`config.mk`:
```
export PLATFORM = sky130hd
export DESIGN_NAME = bft_stream_sender
export DESIGN_NICKNAME = d
export VERILOG_FILES = /design/src/rtl/bft_stream_sender.sv
export SDC_FILE = /design/constraint.sdc
export NUM_CORES = 1
export LEC_CHECK = 0
export BUFFER_PORTS_ARGS = -buffer_cell sky130_fd_sc_hd__buf_2
export CAP_MARGIN = 5
export CORE_MARGIN = 8
export CORE_UTILIZATION = 46
export DETAILED_ROUTE_END_ITERATION = 6
export MAX_ROUTING_LAYER = met4
export PLACE_DENSITY = 0.83
export SYNTH_ARGS = -nofsm -noshare
export SYNTH_HDL_FRONTEND = slang
export SYNTH_SLANG_ARGS = --single-unit
```
`constraint.sdc`:
```
create_clock -name clk_bft -period 4.9 [get_ports clk_bft]
set_input_delay 1.47 -clock clk_bft [delete_from_list [all_inputs] [get_ports clk_bft]]
set_output_delay 1.47 -clock clk_bft [all_outputs]
set_load 0.05 [all_outputs]
```
`src/rtl/bft_stream_sender.sv`:
```
// Packs a producer word stream into BFT packets for one (leaf, port) input, after a one-shot config packet.
// Latency: one cycle from an acked word to its packet on dout_sender2bft. The config packet goes out on the first cycle after reset.
// Backpressure: same-cycle ack from freespace credits, which the receiver returns over the BFT. Producer is stalled at zero credit.
module bft_stream_sender #(
  parameter int PACKET_BITS           = 49,
  parameter int PAYLOAD_BITS          = 32,
  parameter int NUM_LEAF_BITS         = 5,
  parameter int NUM_PORT_BITS         = 4,
  parameter int NUM_ADDR_BITS         = 7,
  parameter int NUM_BRAM_ADDR_BITS    = 7,
  parameter int FREESPACE_UPDATE_SIZE = 64,
  parameter int DST_LEAF              = 2,
  parameter int DST_PORT              = 2,
  parameter int SELF_LEAF             = 1,
  parameter int SELF_PORT             = 1
) (
  input  logic                    clk_bft,
  input  logic                    reset,
  input  logic [PAYLOAD_BITS-1:0] din_leaf_user2sender,
  input  logic                    vld_user2sender,
  output logic                    ack_sender2user,
  output logic [PACKET_BITS-1:0]  dout_sender2bft,
  input  logic [PACKET_BITS-1:0]  din_bft2sender,
  output logic [7:0]              credit_avail,
  output logic                    stalled,
  output logic                    err_credit_ovf
);

  // The credit counter must hold the full receiver depth, so it needs one bit more than the BRAM address.
  localparam int CW      = NUM_BRAM_ADDR_BITS + 1;
  localparam int CFG_PAD = PAYLOAD_BITS - 2*NUM_PORT_BITS - NUM_LEAF_BITS;

  localparam logic [CW:0]   CREDIT_MAX_W = (CW+1)'(2**NUM_BRAM_ADDR_BITS);
  localparam logic [CW-1:0] CREDIT_MAX   = CW'(2**NUM_BRAM_ADDR_BITS);
  localparam logic [CW:0]   CREDIT_STEP  = (CW+1)'(FREESPACE_UPDATE_SIZE);

  typedef struct packed {
    logic                     vld;
    logic [NUM_LEAF_BITS-1:0] leaf;
    logic [NUM_PORT_BITS-1:0] port;
    logic [NUM_ADDR_BITS-1:0] addr;
    logic [PAYLOAD_BITS-1:0]  payload;
  } pkt_t;

  // A credit return is recognised by its header alone. The address and payload of that packet carry no meaning for us.
  localparam logic [PACKET_BITS-1:0] RET_MASK = {1'b1, {NUM_LEAF_BITS{1'b1}}, {NUM_PORT_BITS{1'b1}},
                                                 {NUM_ADDR_BITS{1'b0}}, {PAYLOAD_BITS{1'b0}}};
  localparam logic [PACKET_BITS-1:0] RET_MATCH = {1'b1, NUM_LEAF_BITS'(SELF_LEAF), NUM_PORT_BITS'(SELF_PORT),
                                                  {NUM_ADDR_BITS{1'b0}}, {PAYLOAD_BITS{1'b0}}};

  // The config packet tells the receiving leaf which of its ports is fed and where freespace credits go back to.
  localparam logic [PACKET_BITS-1:0] CFG_PKT = {1'b1, NUM_LEAF_BITS'(DST_LEAF), {NUM_PORT_BITS{1'b0}},
                                                {NUM_ADDR_BITS{1'b0}}, {CFG_PAD{1'b0}},
                                                NUM_PORT_BITS'(DST_PORT), NUM_LEAF_BITS'(SELF_LEAF),
                                                NUM_PORT_BITS'(SELF_PORT)};

  typedef enum logic [1:0] {
    ST_CFG     = 2'd0,
    ST_RUN     = 2'd1,
    ST_BLOCKED = 2'd2
  } state_t;

  state_t             r_state;
  logic [CW-1:0]      r_credit;
  logic [NUM_ADDR_BITS-1:0] r_addr;
  pkt_t               r_dout;
  logic               r_ovf;

  logic               w_ret;
  logic               w_ack;
  logic               w_stalled;
  logic [CW:0]        w_credit_sum;
  logic               w_credit_ovf;
  logic [CW-1:0]      w_credit_nxt;
  pkt_t               w_data_pkt;

  assign w_ret = ((din_bft2sender & RET_MASK) == RET_MATCH);

  // Same-cycle handshake. Gating with reset keeps the producer from seeing an ack while a reset is being applied.
  assign w_ack     = !reset && (r_state == ST_RUN) && vld_user2sender && (r_credit != '0);
  assign w_stalled = !reset && (r_state == ST_BLOCKED) && vld_user2sender;

  assign w_data_pkt = '{vld:     1'b1,
                        leaf:    NUM_LEAF_BITS'(DST_LEAF),
                        port:    NUM_PORT_BITS'(DST_PORT),
                        addr:    r_addr,
                        payload: din_leaf_user2sender};

  // Next credit value: add the returned freespace, subtract the word being sent, and clamp at the receiver depth.
  always_comb begin
    w_credit_sum = {1'b0, r_credit};
    if (w_ret) begin
      w_credit_sum = w_credit_sum + CREDIT_STEP;
    end
    if (w_ack) begin
      w_credit_sum = w_credit_sum - (CW+1)'(1);
    end
    w_credit_ovf = (w_credit_sum > CREDIT_MAX_W);
    w_credit_nxt = w_credit_ovf ? CREDIT_MAX : w_credit_sum[CW-1:0];
  end

  // Sender FSM with registered packet output, address counter, credit counter and sticky overflow flag.
  // The FSM chooses RUN or BLOCKED from the next credit value. This means an arriving credit reopens the handshake on the very next cycle.
  always_ff @(posedge clk_bft) begin
    if (reset) begin
      r_state  <= ST_CFG;
      r_credit <= CREDIT_MAX;
      r_addr   <= '0;
      r_dout   <= '0;
      r_ovf    <= 1'b0;
    end else begin
      r_credit <= w_credit_nxt;
      if (w_credit_ovf) begin
        r_ovf <= 1'b1;
      end
      case (r_state)
        ST_CFG: begin
          r_dout  <= CFG_PKT;
          r_state <= (w_credit_nxt == '0) ? ST_BLOCKED : ST_RUN;
        end
        ST_RUN, ST_BLOCKED: begin
          r_dout <= w_ack ? w_data_pkt : '0;
          if (w_ack) begin
            r_addr <= r_addr + NUM_ADDR_BITS'(1);
          end
          r_state <= (w_credit_nxt == '0) ? ST_BLOCKED : ST_RUN;
        end
        default: begin
          r_dout  <= '0;
          r_state <= ST_CFG;
        end
      endcase
    end
  end

  assign ack_sender2user = w_ack;
  assign stalled         = w_stalled;
  assign dout_sender2bft = r_dout;
  assign credit_avail    = 8'(r_credit);
  assign err_credit_ovf  = r_ovf;

endmodule

```
# Word-level counts from Yosys, hierarchy flattened
# Cells that the tools add are included.
dict set report word_totals {
  inputBits 84
  ff_bits 67
  output_inout_bits 60
  elab_cells 36
}
dict set report classes {
  muxes 6
  bitwise_logic 1
  n_eq_ne 3
  magnitude_cmp 1
  n_reduce_logical 13
  add_sub_neg 3
}
# cell count
set op_table {}
lappend op_table {{49-bit one-hot mux with 2 select lines} 1}
lappend op_table {{49-bit two-way mux} 1}
lappend op_table {{9-bit two-way mux} 2}
lappend op_table {{10-bit == test, second input constant} 1}
lappend op_table {{8-bit by 7-bit adder with 9-bit output, second input constant} 1}
lappend op_table {{9-bit by 8-bit > comparator with 1-bit output, second input constant} 1}
lappend op_table {{9-bit by 1-bit subtractor with 9-bit output, second input constant} 1}
lappend op_table {{8-bit zero test} 1}
lappend op_table {{8-bit two-way mux} 1}
lappend op_table {{8-bit nonzero test} 1}
lappend op_table {{7-bit by 1-bit adder with 7-bit output, second input constant} 1}
lappend op_table {{1-bit logical AND} 5}
lappend op_table {{2-bit OR reduction} 2}
lappend op_table {{3-bit OR reduction} 1}
lappend op_table {{2-bit by 1-bit == test with 1-bit output, second input constant} 1}
lappend op_table {{2-bit == test, second input constant} 1}
lappend op_table {{2-bit zero test} 1}
lappend op_table {{2-bit two-way mux} 1}
lappend op_table {{2-bit AND reduction} 1}
lappend op_table {{1-bit zero test} 1}
lappend op_table {{1-bit NOT} 1}

# Longest topological paths before layout
# Gate-level depths: netlist of the first run.
dict set report logic_depth {
  word_depth 9
  depth_mapped 8
  ltp_nobuf 8
}

# Worst setup path before layout of the first run
# OpenSTA, ideal clock, no wires.
dict set report synth_timing {
  path_type {input to output}
  start {input reset}
  end {output ack_sender2user}
  slack_ns 0.845
  t_required_ns 3.430
  path_buffers 0
  stages 2
  t_arrival_ns 2.585
  path_cell_list {nand3b_1 > nor2_1}
}
dict set report synth_between {
  elab_chain_len 4
}
# element line
set synth_lines {}
lappend synth_lines {{start: declaration} 18} ;# input logic reset,
lappend synth_lines {{1-bit zero test} 80} ;# assign w_ack = !reset && (r_state == ST_RUN) && vld_user2sender && (r_credit != '0);
lappend synth_lines {{1-bit logical AND (3 in series)} 80}
lappend synth_lines {{end: declaration} 21} ;# output logic ack_sender2user,
# Every way passes these cells.

# Worst setup path in the final report of the first run
# Ends and elaborated chain as after synthesis.

==> results of run 1 <==
[cell usage in the layout (no fill, tap or decap), types with 3 or more instances in the layout]
cell type	instances
nor2_1	20
xor2_1	7
clkbuf_8	9
ha_1	9
nand4_1	3
nand2_1	5
nor4_1	4
xnor2_1	6
and3_1	39
nor3_1	3
dfxtp_1	59
buf_2	97
conb_1	7
mux2i_1	3
inv_1	8
[layer usage]
| layer | share of wire | global-route usage | vias to the layer above |
|---|---|---|---|
| met5 | 0 | - | - |
| met4 | 0.010 | 0.0656 | 0 |
| met3 | 0.097 | 0.0507 | 7 |
| met2 | 0.43 | 0.244 | 92 |
| met1 | 0.46 | 0.183 | 891 |
| li1 | - | - | 961 |
[stage by stage]
stage / instance area [µm²] / power, mW / util / hold slack [ns]
6_report: 3070 / 1.18 / 0.608 / 0.489
5_1_grt: 3070 / 1.24 / 0.608 / 0.506
3_5_place_dp: 2870 / 0.755 / 0.568 / 0.468
3_3_place_gp: 2870 / 0.751 / 0.568 / 0.463
2_1_floorplan: 2400 / 0.708 / - / 0.471
4_1_cts: 3070 / 1.19 / 0.608 / 0.487
[kinds of logic (layout without fill, tap and decap cells)]
kind of cell,after synthesis,in the layout
DFF,59,59
muxes,4,4
buffers and inverters,28,123
adders and majority gates,9,9
AOI/OAI and AO/OA,14,14
xor gates and xnor gates,14,14
and+or+nand+nor,97,97
other,1,7
[critical path, delay by kind of cell]
kind,cells,cell delay (ns)
buf+inv,2,0.53
simple gates,2,0.73
[final timing paths]
kind / start / to / slack (ns) / cells after the start
max: reset / ack_sender2user / 0.69 / 4
min: err_credit_ovf$_SDFFE_PP0P_ / err_credit_ovf$_SDFFE_PP0P_ / 0.49 / 1
max reg2reg: credit_avail[6]$_SDFF_PP0_ / r_state[1]$_SDFF_PP0_ / 2.26 / 8
min reg2reg: err_credit_ovf$_SDFFE_PP0P_ / err_credit_ovf$_SDFFE_PP0P_ / 0.49 / 1
[registers in the layout (all words and copies together) (netlist names)]
name             count
credit_avail         8
dout_sender2bft     41
err_credit_ovf       1
r_addr               7
r_state              2
[layout make-up]
class                   count  area, µm²  share of cell area
well taps                  70       87.6              0.0286
clock buffers               9        124              0.0404
flip-flops and latches     59       1180               0.385
clock inverters             7       76.3              0.0249
inverters                   8       30.0             0.00979
repair buffers             99        500               0.163
multi-input cells         145       1070               0.348
[power breakdown]
part,internal [mW],switching [mW]
clock network,0.237,0.200
registers,0.498,0.0132
logic,0.0740,0.161
total,0.809,0.374
==> summary.md, run 1 <==
| Metric | Value |
|---|---|
| Outcome | finished, final reports clean |
| Detail Route Antenna Nets | 0 |
| Worst path cell trace | buf_2 -> nand3b_1 -> nor2_1 -> buf_2 |
| Post-synth EDFFs | 0 |
| CP most frequent cell | buf_2 |
| Yosys reg bits | approximately 60 |
| Routed wire length | between 5 and 6 mm |
| Clock Path Buffers | 2 |
| IO Port Bufs | 97 |
| Drc violations | 0 |
| Fillcell total | ~420 |
| Synth Area in XOR/XNOR | 0.0548 |
| Final Hold Viols | 0 |
| Ys async rst share | 0 |
| Share of cells above drive strength 1 | 0.388 |
| Crit path largest cell delay | around 0.39 ns |
| Cts hold-fix bufs | 0 |
| Setup TNS | 0 ns |
| 1st-pass router iterations | 4 |
| # H-tree levels | 3 |
| Fin worst setup slack | between 0.6 and 0.7 ns |
| Adder-cell area share of the yosys netlist | 0.0474 |
| Post_cts resized | 0 |
| Commonest cells in the synthesized netlist | dfxtp_1, and3_1, nor2_1, clkbuf_1, ha_1 |
| P per Cell Area | 386 nW/µm² |
| Mapped Cells | around 230 |
| Placer congestion estimate | between 0.8 and 0.9 |
| Die footprint | 7710 µm² |
| Max-slew violations | 0 |
| Clk_lat worst skew | approximately 0.32 ns |
| Vias in the first global route | 1,886 |
| Slew at the pin closest to its max-slew limit | around 0.65 ns |
| Root Driver | clkbuf_8 |
| Period minus WS final | around 4.2 ns |
| Num rows | 26 |
| Hpwl dp | 4.44 mm |
| Post-CTS Setup Bufs | 0 |
| Fin nets | 415 |
| Starting Density | 0.471 |
| Post-Place Setup Slack | around 0.71 ns |
| RSZ-0062 raised after global routing | no |
| Seq/Total Area, Yosys | 0.498 |
| Top FF cell, synth | dfxtp_1 |
| Max IR drop VDD | between 200 and 300 µV |
| Relative slew margins | 0.563 |
| CP Launch Type | input port |
| Fmax achieved | 0.238 GHz |
| Setup Viol. Count Final | 0 |
| Io pins | approximately 140 |
| Die Height | roughly 88 µm |
| Synth Area in Simple Gates | 0.259 |
| Post-synth design cell area | 2370 µm² |
| DR vias | a little under 2,000 |
| Most common cell in the netlist | dfxtp_1 |
| Largest family of logic cells by synthesized area | simple AND/OR/NAND/NOR gates |
| Worst EP arrival | 2.74 ns |
| Dpl cells | ~380 |
| Top cell type's share of synthesized area | 0.498 |
| Yosys cell types | 45 |
| Mux cell area share after synthesis | 0.0190 |
| Max-cap violations | 0 |
| Area contributors post-synth | dfxtp_1, and3_1, ha_1 |
| Slowest-stage cell, CP | nor2_1 |
| Overflow after GRT | 0 |
| CP Capture Type | primary output |
| Ys Warns | 0 |
| Area growth syn-to-layout | 29.2% |
| Final Non-Filler Cells | between 300 and 400 |
| Post-synthesis average cell area | ~11 µm² |
| Vias per cell | 4.91 |
| N_diodes | 0 |
| Num CTS Buffers | 9 |
| Total track usage | 0.157 |
| Largest net degree at the start of global routing | 33 |
| Crit Path Class | in -> out |
| Crit path required time | between 3 and 4 ns |
| Final Skew | between 0.007 and 0.008 ns |
| CTS tree | yes |
| Die width | approximately 88 µm |
| DR iter-0 viols | 37 |
| Initial antenna violation count | 0 |
| LEAKAGE | roughly 1.6 nW |
| Tcrit/Tclk final | 0.859 |
| CTS Sinks | between 50 and 60 |
| Synth Area in Compound Gates | 0.0575 |
| Clock Pin Slew Worst Setup and Hold Paths | roughly 0.07 ns |
| CP max FO | 15 |
| Synth area leader | dfxtp_1 |
| Routed WL per cell | 14.8 µm |
| Total core area | between 5000 and 6000 µm² |
| Tightest Hold Check Type | reg -> reg |
| First-pass GRT wire length | just over 9 mm |
Power figures use the tool's default switching activity.
==> run 2: changes to the inputs <==
- CORE_UTILIZATION: 46 -> 39
- PLACE_DENSITY: 0.83 -> 0.74
- clock period: 4.9 -> 3.5 ns (I/O delays scaled with it)
==> run 2 against run 1 <==
Effect of this change:
- first-iteration DRC count up 120%
- global-route usage down 1.9 points
- cell count up 1.8%
- non-clock buffer count up 2
- sequential share of layout area down 0.56 points
- worst setup slack worse by 0.24 ns
- register-to-register slack worse by 1.4 ns
- sequential power up 40%
- total power up 47%
- critical endpoint unchanged
- largest power group unchanged
==> summary.md, run 2 (synthesis gave the netlist of run 1 again) <==
| Metric | Value |
|---|---|
| Vias in the first global route | between 1,500 and 2,000 |
| Final Non-Filler Cells | 404 |
| Routed wl met3 | ~610 µm |
| DR iter-0 viols | 80 |
| DR vias | 1,921 |
| Most common cell after layout, fill and taps aside | buf_2 |
| Post-Place Setup Slack | roughly 0.52 ns |
| Clock Pin Slew Worst Setup and Hold Paths | around 0.08 ns |
| Hold endpoint | err_credit_ovf$_SDFFE_PP0P_ |
| Clk_lat worst skew | 0.33 ns |
| Clock group share of total power | 0.400 |
| Sw Pwr | 534 µW |
| Min-delay src | err_credit_ovf$_SDFFE_PP0P_ |
| Drc violations | 0 |
| Seq pwr share | 0.410 |
| Fmax achieved | approximately 0.33 GHz |
| First-pass GRT wire length | 9.32 mm |
| RSZ-0062 raised after global routing | no |
| Area growth syn-to-layout | 31.1% |
| Largest register FFs | 41 |
| Period minus WS final | 3.04 ns |
| Clock Path Buffers | 2 |
| Dpl cells | between 300 and 400 |
| Relative slew margins | 0.603 |
| Crit path largest cell delay | approximately 0.48 ns |
| Initial antenna violation count | 0 |
| P per Cell Area | 561 nW/µm² |
| Internal cell power | 1.21 mW |
| Flop-to-flop setup slack | roughly 0.88 ns |
| Num CTS Buffers | 9 |
| Hold path cells | 1 |
| Met2 wire length | approximately 2.5 mm |
| Worst EP arrival | 1.99 ns |
| # H-tree levels | 3 |
| Setup Viol. Count Final | 0 |
| Critical R2R Launch | credit_avail[6]$_SDFF_PP0_ |
| Vias per cell | 4.75 |
| Tightest Hold Check Type | reg -> reg |
| Num rows | 28 |
| CP Launch Type | flip-flop |
| Fillcell total | roughly 540 |
| Crit path required time | between 2 and 2.5 ns |
| Register area | around 1200 µm² |
| Share of cells above drive strength 1 | 0.392 |
| Max-cap violations | 0 |
| Max IR drop VDD | roughly 320 µV |
| Total track usage | 0.139 |
| Root Driver | clkbuf_8 |
| Comb power frac | 0.189 |
| Slowest-stage cell, CP | dfxtp_1 |
| Multi-input logic area | approximately 1100 µm² |
| Fin worst setup slack | approximately 0.46 ns |
| Fin nets | ~420 |
| Detail Route Antenna Nets | 0 |
| Routed WL per cell | 14.7 µm |
| Wl on met1 | 2.74 mm |
| Outcome | finished, final reports clean |
| Max-slew violations | 0 |
| Cts hold-fix bufs | 0 |
| Routed wire length | between 5 and 6 mm |
| Sw frac | 0.306 |
| Crit Path Class | reg -> out |
| Top layer in use | met4 |
| Tcrit/Tclk final | 0.870 |
| 1st-pass router iterations | 4 |
| Io pins | ~140 |
| Most frequent cells in the layout | buf_2, dfxtp_1, and3_1 |
| Worst R2R Path Depth | 8 |
| Post_cts resized | 0 |
| Largest net degree at the start of global routing | 43 |
| Setup TNS | 0 ns |
| Die width | between 90 and 100 µm |
| RR Endpoint | credit_avail[4]$_SDFF_PP0_ |
| N_diodes | 0 |
| Die Height | about 94 µm |
| LEAKAGE | about 1.7 nW |
| CTS Sinks | 59 |
| CP Capture Type | primary output |
| Placer congestion estimate | between 0.8 and 0.9 |
| Overflow after GRT | 0 |
| CTS tree | yes |
| Starting Density | 0.403 |
| Hpwl dp | ~4.4 mm |
| Worst path cell trace | inv_1 -> ha_1 -> nand2_1 -> nor3_2 -> nor2_1 -> buf_2 |
| CP max FO | 6 |
| IO Port Bufs | 97 |
| Slew at the pin closest to its max-slew limit | approximately 0.59 ns |
| Final Hold Viols | 0 |
| Final Util | 0.529 |
| Post-CTS Setup Bufs | 0 |
| Total core area | approximately 6000 µm² |
| Final Skew | between 0.01 and 0.015 ns |
| Die footprint | 8840 µm² |
-- run 2: how the worst max path moves through the flow --
| stage | start | to | cells after the start |
|---|---|---|---|
| after floorplan | credit_avail[6]$_SDFF_PP0_ | ack_sender2user | 5 |
| final | credit_avail[6]$_SDFF_PP0_ | ack_sender2user | 6 |
| after global routing | credit_avail[6]$_SDFF_PP0_ | ack_sender2user | 6 |
| after detailed placement | reset | ack_sender2user | 4 |
| after global placement | reset | ack_sender2user | 4 |
| after CTS | credit_avail[6]$_SDFF_PP0_ | ack_sender2user | 6 |
-- run 2: final cells by class --
class	count	share of cell area
flip-flops and latches	59	0.380
multi-input cells	145	0.343
repair buffers	101	0.166
clock buffers	9	0.0398
clock inverters	7	0.0322
well taps	75	0.0302
inverters	8	0.00965
-- run 2: layer usage --
layer	vias up	global-route usage
met5	-	-
met4	0	0.0700
met3	5	0.0552
met2	85	0.202
met1	871	0.161
li1	960	-
-- run 2: worst max-delay path, delay by kind of cell, from the launching register on --
| family | cells | cell delay (ns) |
|---|---|---|
| fa+ha+maj | 1 | 0.28 |
| flops | 1 | 0.48 |
| buf+inv | 2 | 0.50 |
| simple gates | 3 | 0.39 |
-- run 2: through the flow --
stage / cell area, µm² / hold slack, ns / power [mW]
4_1_cts: 3110 / 0.496 / 1.77
3_5_place_dp: 2890 / 0.470 / 1.06
5_1_grt: 3110 / 0.508 / 1.83
6_report: 3110 / 0.490 / 1.74
3_3_place_gp: 2890 / 0.463 / 1.06
2_1_floorplan: 2400 / 0.471 / 0.992
-- run 2: power groups by stage --
stage,Clock [mW],Combinational [mW],Sequential (mW)
after global routing,0.752,0.356,0.720
after detailed placement,0,0.332,0.732
after global placement,0,0.326,0.730
after CTS,0.717,0.333,0.716
final,0.698,0.331,0.716
after floorplan,0,0.184,0.807
==> run 3: changes to the inputs <==
- BUFFER_PORTS_ARGS: -buffer_cell sky130_fd_sc_hd__buf_2 -> not set
- CORE_UTILIZATION: 39 -> 30
- DONT_BUFFER_PORTS: not set -> 1
- PLACE_DENSITY: 0.74 -> 0.43
- SETUP_SLACK_MARGIN: not set -> 0.02
==> run 3 against run 2 <==
Effect of this change:
- sequential share of layout area up 5.8 points
- global-route usage down 3.2 points
- critical path depth unchanged
- register-to-register slack worse by 0.16 ns
- die area up 25%
- sequential cell count unchanged
- clock power down 1%
- cell area down 13%
- cell count down 16%
- worst setup slack better by 0.0046 ns
- largest cell class unchanged
==> summary.md, run 3 (synthesis gave the netlist of run 1 again) <==
| Metric | Value |
|---|---|
| Most common cell after layout, fill and taps aside | dfxtp_1 |
| IO Port Bufs | 0 |
| Tcrit/Tclk final | 0.869 |
| Largest delay share family, worst path | flip-flops |
| Routed wire length | between 5 and 6 mm |
| DR vias | approximately 1,600 |
| Share of cells above drive strength 1 | 0.156 |
| Num CTS Buffers | 9 |
| CP max FO | 5 |
| P per Cell Area | ~630 nW/µm² |
| Initial antenna violation count | 0 |
| Tightest Hold Check Type | reg -> reg |
| Worst EP arrival | around 2 ns |
| Total track usage | 0.107 |
| Overflow after GRT | 0 |
| Crit path required time | ~2.5 ns |
| Crit Path Class | reg -> out |
| Vias in the first global route | 1,623 |
| Slowest-stage cell, CP | dfxtp_1 |
| Drc violations | 0 |
| CP Capture Type | primary output |
| Max-cap violations | 0 |
| Period minus WS final | about 3.0 ns |
| Area growth syn-to-layout | 13.7% |
| First-pass GRT wire length | between 8 and 9 mm |
| Placement Cell Area | between 2000 and 2500 µm² |
| Final Skew | 0.00980 ns |
| Clk_lat worst skew | between 0.3 and 0.4 ns |
| Fin nets | 325 |
| LEAKAGE | around 1.2 nW |
| # H-tree levels | 3 |
| CTS tree | yes |
| Detail Route Antenna Nets | 0 |
| Cts hold-fix bufs | 0 |
| Worst path depth | 6 |
| Die width | approximately 100 µm |
| Max-slew violations | 0 |
| Post_cts resized | 0 |
| Clock Path Buffers | 2 |
| Fillcell total | 790 |
| Placer congestion estimate | 0.686 |
| Max IR drop VDD | 281 µV |
| Setup TNS | 0 ns |
| Die footprint | 11,000 µm² |
| Design area | 2700 µm² |
| Root Driver | clkbuf_8 |
| Vias per cell | approximately 4.7 |
| Outcome | finished, final reports clean |
| Buf+Inv Stages, Crit Path | 2 |
| Post-CTS Setup Bufs | 0 |
| Clock Pin Slew Worst Setup and Hold Paths | 0.07 ns |
| 1st-pass router iterations | 4 |
| Io pins | 144 |
| RSZ-0062 raised after global routing | no |
| Worst R2R Path Depth | 8 |
| Final Util | 0.351 |
| Most frequent cells in the layout | dfxtp_1, and3_1, nor2_1 |
| Routed WL per cell | approximately 17 µm |
| Largest register FFs | about 40 |
| Hold path cells | 1 |
| Crit path largest cell delay | slightly below 0.7 ns |
| Fmax achieved | between 0.3 and 0.4 GHz |
| Worst path cell trace | inv_1 -> ha_1 -> nand2_1 -> nor3_2 -> nor2_1 -> buf_4 |
| DR iter-0 viols | 50 |
| Starting Density | 0.309 |
| N_diodes | 0 |
| Slew at the pin closest to its max-slew limit | a little under 1 ns |
| Final Hold Viols | 0 |
| Setup Viol. Count Final | 0 |
| Num rows | 32 |
| Fin worst setup slack | 0.460 ns |
| Hpwl dp | ~4.2 mm |
| CP Launch Type | flip-flop |
| CTS Sinks | between 50 and 60 |
| Total core area | approximately 7700 µm² |
| Post-Place Setup Slack | slightly below 0.7 ns |
| Largest net degree at the start of global routing | 37 |
| Die Height | 105 µm |
| Relative slew margins | 0.351 |
==> run 3: cell count changes in the layout (fill, tap and decap cells not counted), sizes merged <==
cell / before / now
buf: 101 / 9
clkinv: 3 / 4
inv: 10 / 9
==> run 3: power by group <==
group,internal (mW),total [mW],switching (mW)
sequential,0.698,0.788,0.0906
combinational,0.0766,0.217,0.141
clock,0.405,0.691,0.286
==> run 3: layout make-up <==
type	count	area (µm²)	share of cell area
Multi-Input combinational cell	145	1070	0.396
Tap cell	102	128	0.0473
Clock inverter	7	100	0.0371
Clock buffer	9	124	0.0459
Sequential cell	59	1180	0.438
Inverter	8	30.0	0.0111
Timing Repair Buffer	9	67.6	0.0250
==> run 3: path summary, 6_finish.rpt <==
path	startpoint	to	slack (ns)
worst max-delay path	credit_avail[1]$_SDFF_PP0_	ack_sender2user	0.46
worst min-delay path	r_addr[6]$_SDFFE_PP0P_	dout_sender2bft[38]$_SDFF_PP0_	0.50
worst max register to register	credit_avail[1]$_SDFF_PP0_	r_state[1]$_SDFF_PP0_	0.72
worst min register to register	r_addr[6]$_SDFFE_PP0P_	dout_sender2bft[38]$_SDFF_PP0_	0.50
==> run 3: metal layers <==
| layer | routed length (µm) | up-vias | track usage |
|---|---|---|---|
| met5 | 0 | - | - |
| met4 | 85 | 0 | 0.0489 |
| met3 | 469 | 9 | 0.0448 |
| met2 | 2250 | 92 | 0.136 |
| met1 | 2880 | 702 | 0.141 |
| li1 | - | 780 | - |
==> run 3: through the flow <==
stage / power (mW) / std cells / hold slack [ns]
global placement: 1.02 / 323 / 0.490
CTS: 1.74 / 339 / 0.494
floorplan: 0.992 / 232 / 0.471
detailed placement: 1.02 / 323 / 0.491
finish: 1.70 / 339 / 0.496
global route: 1.79 / 339 / 0.509
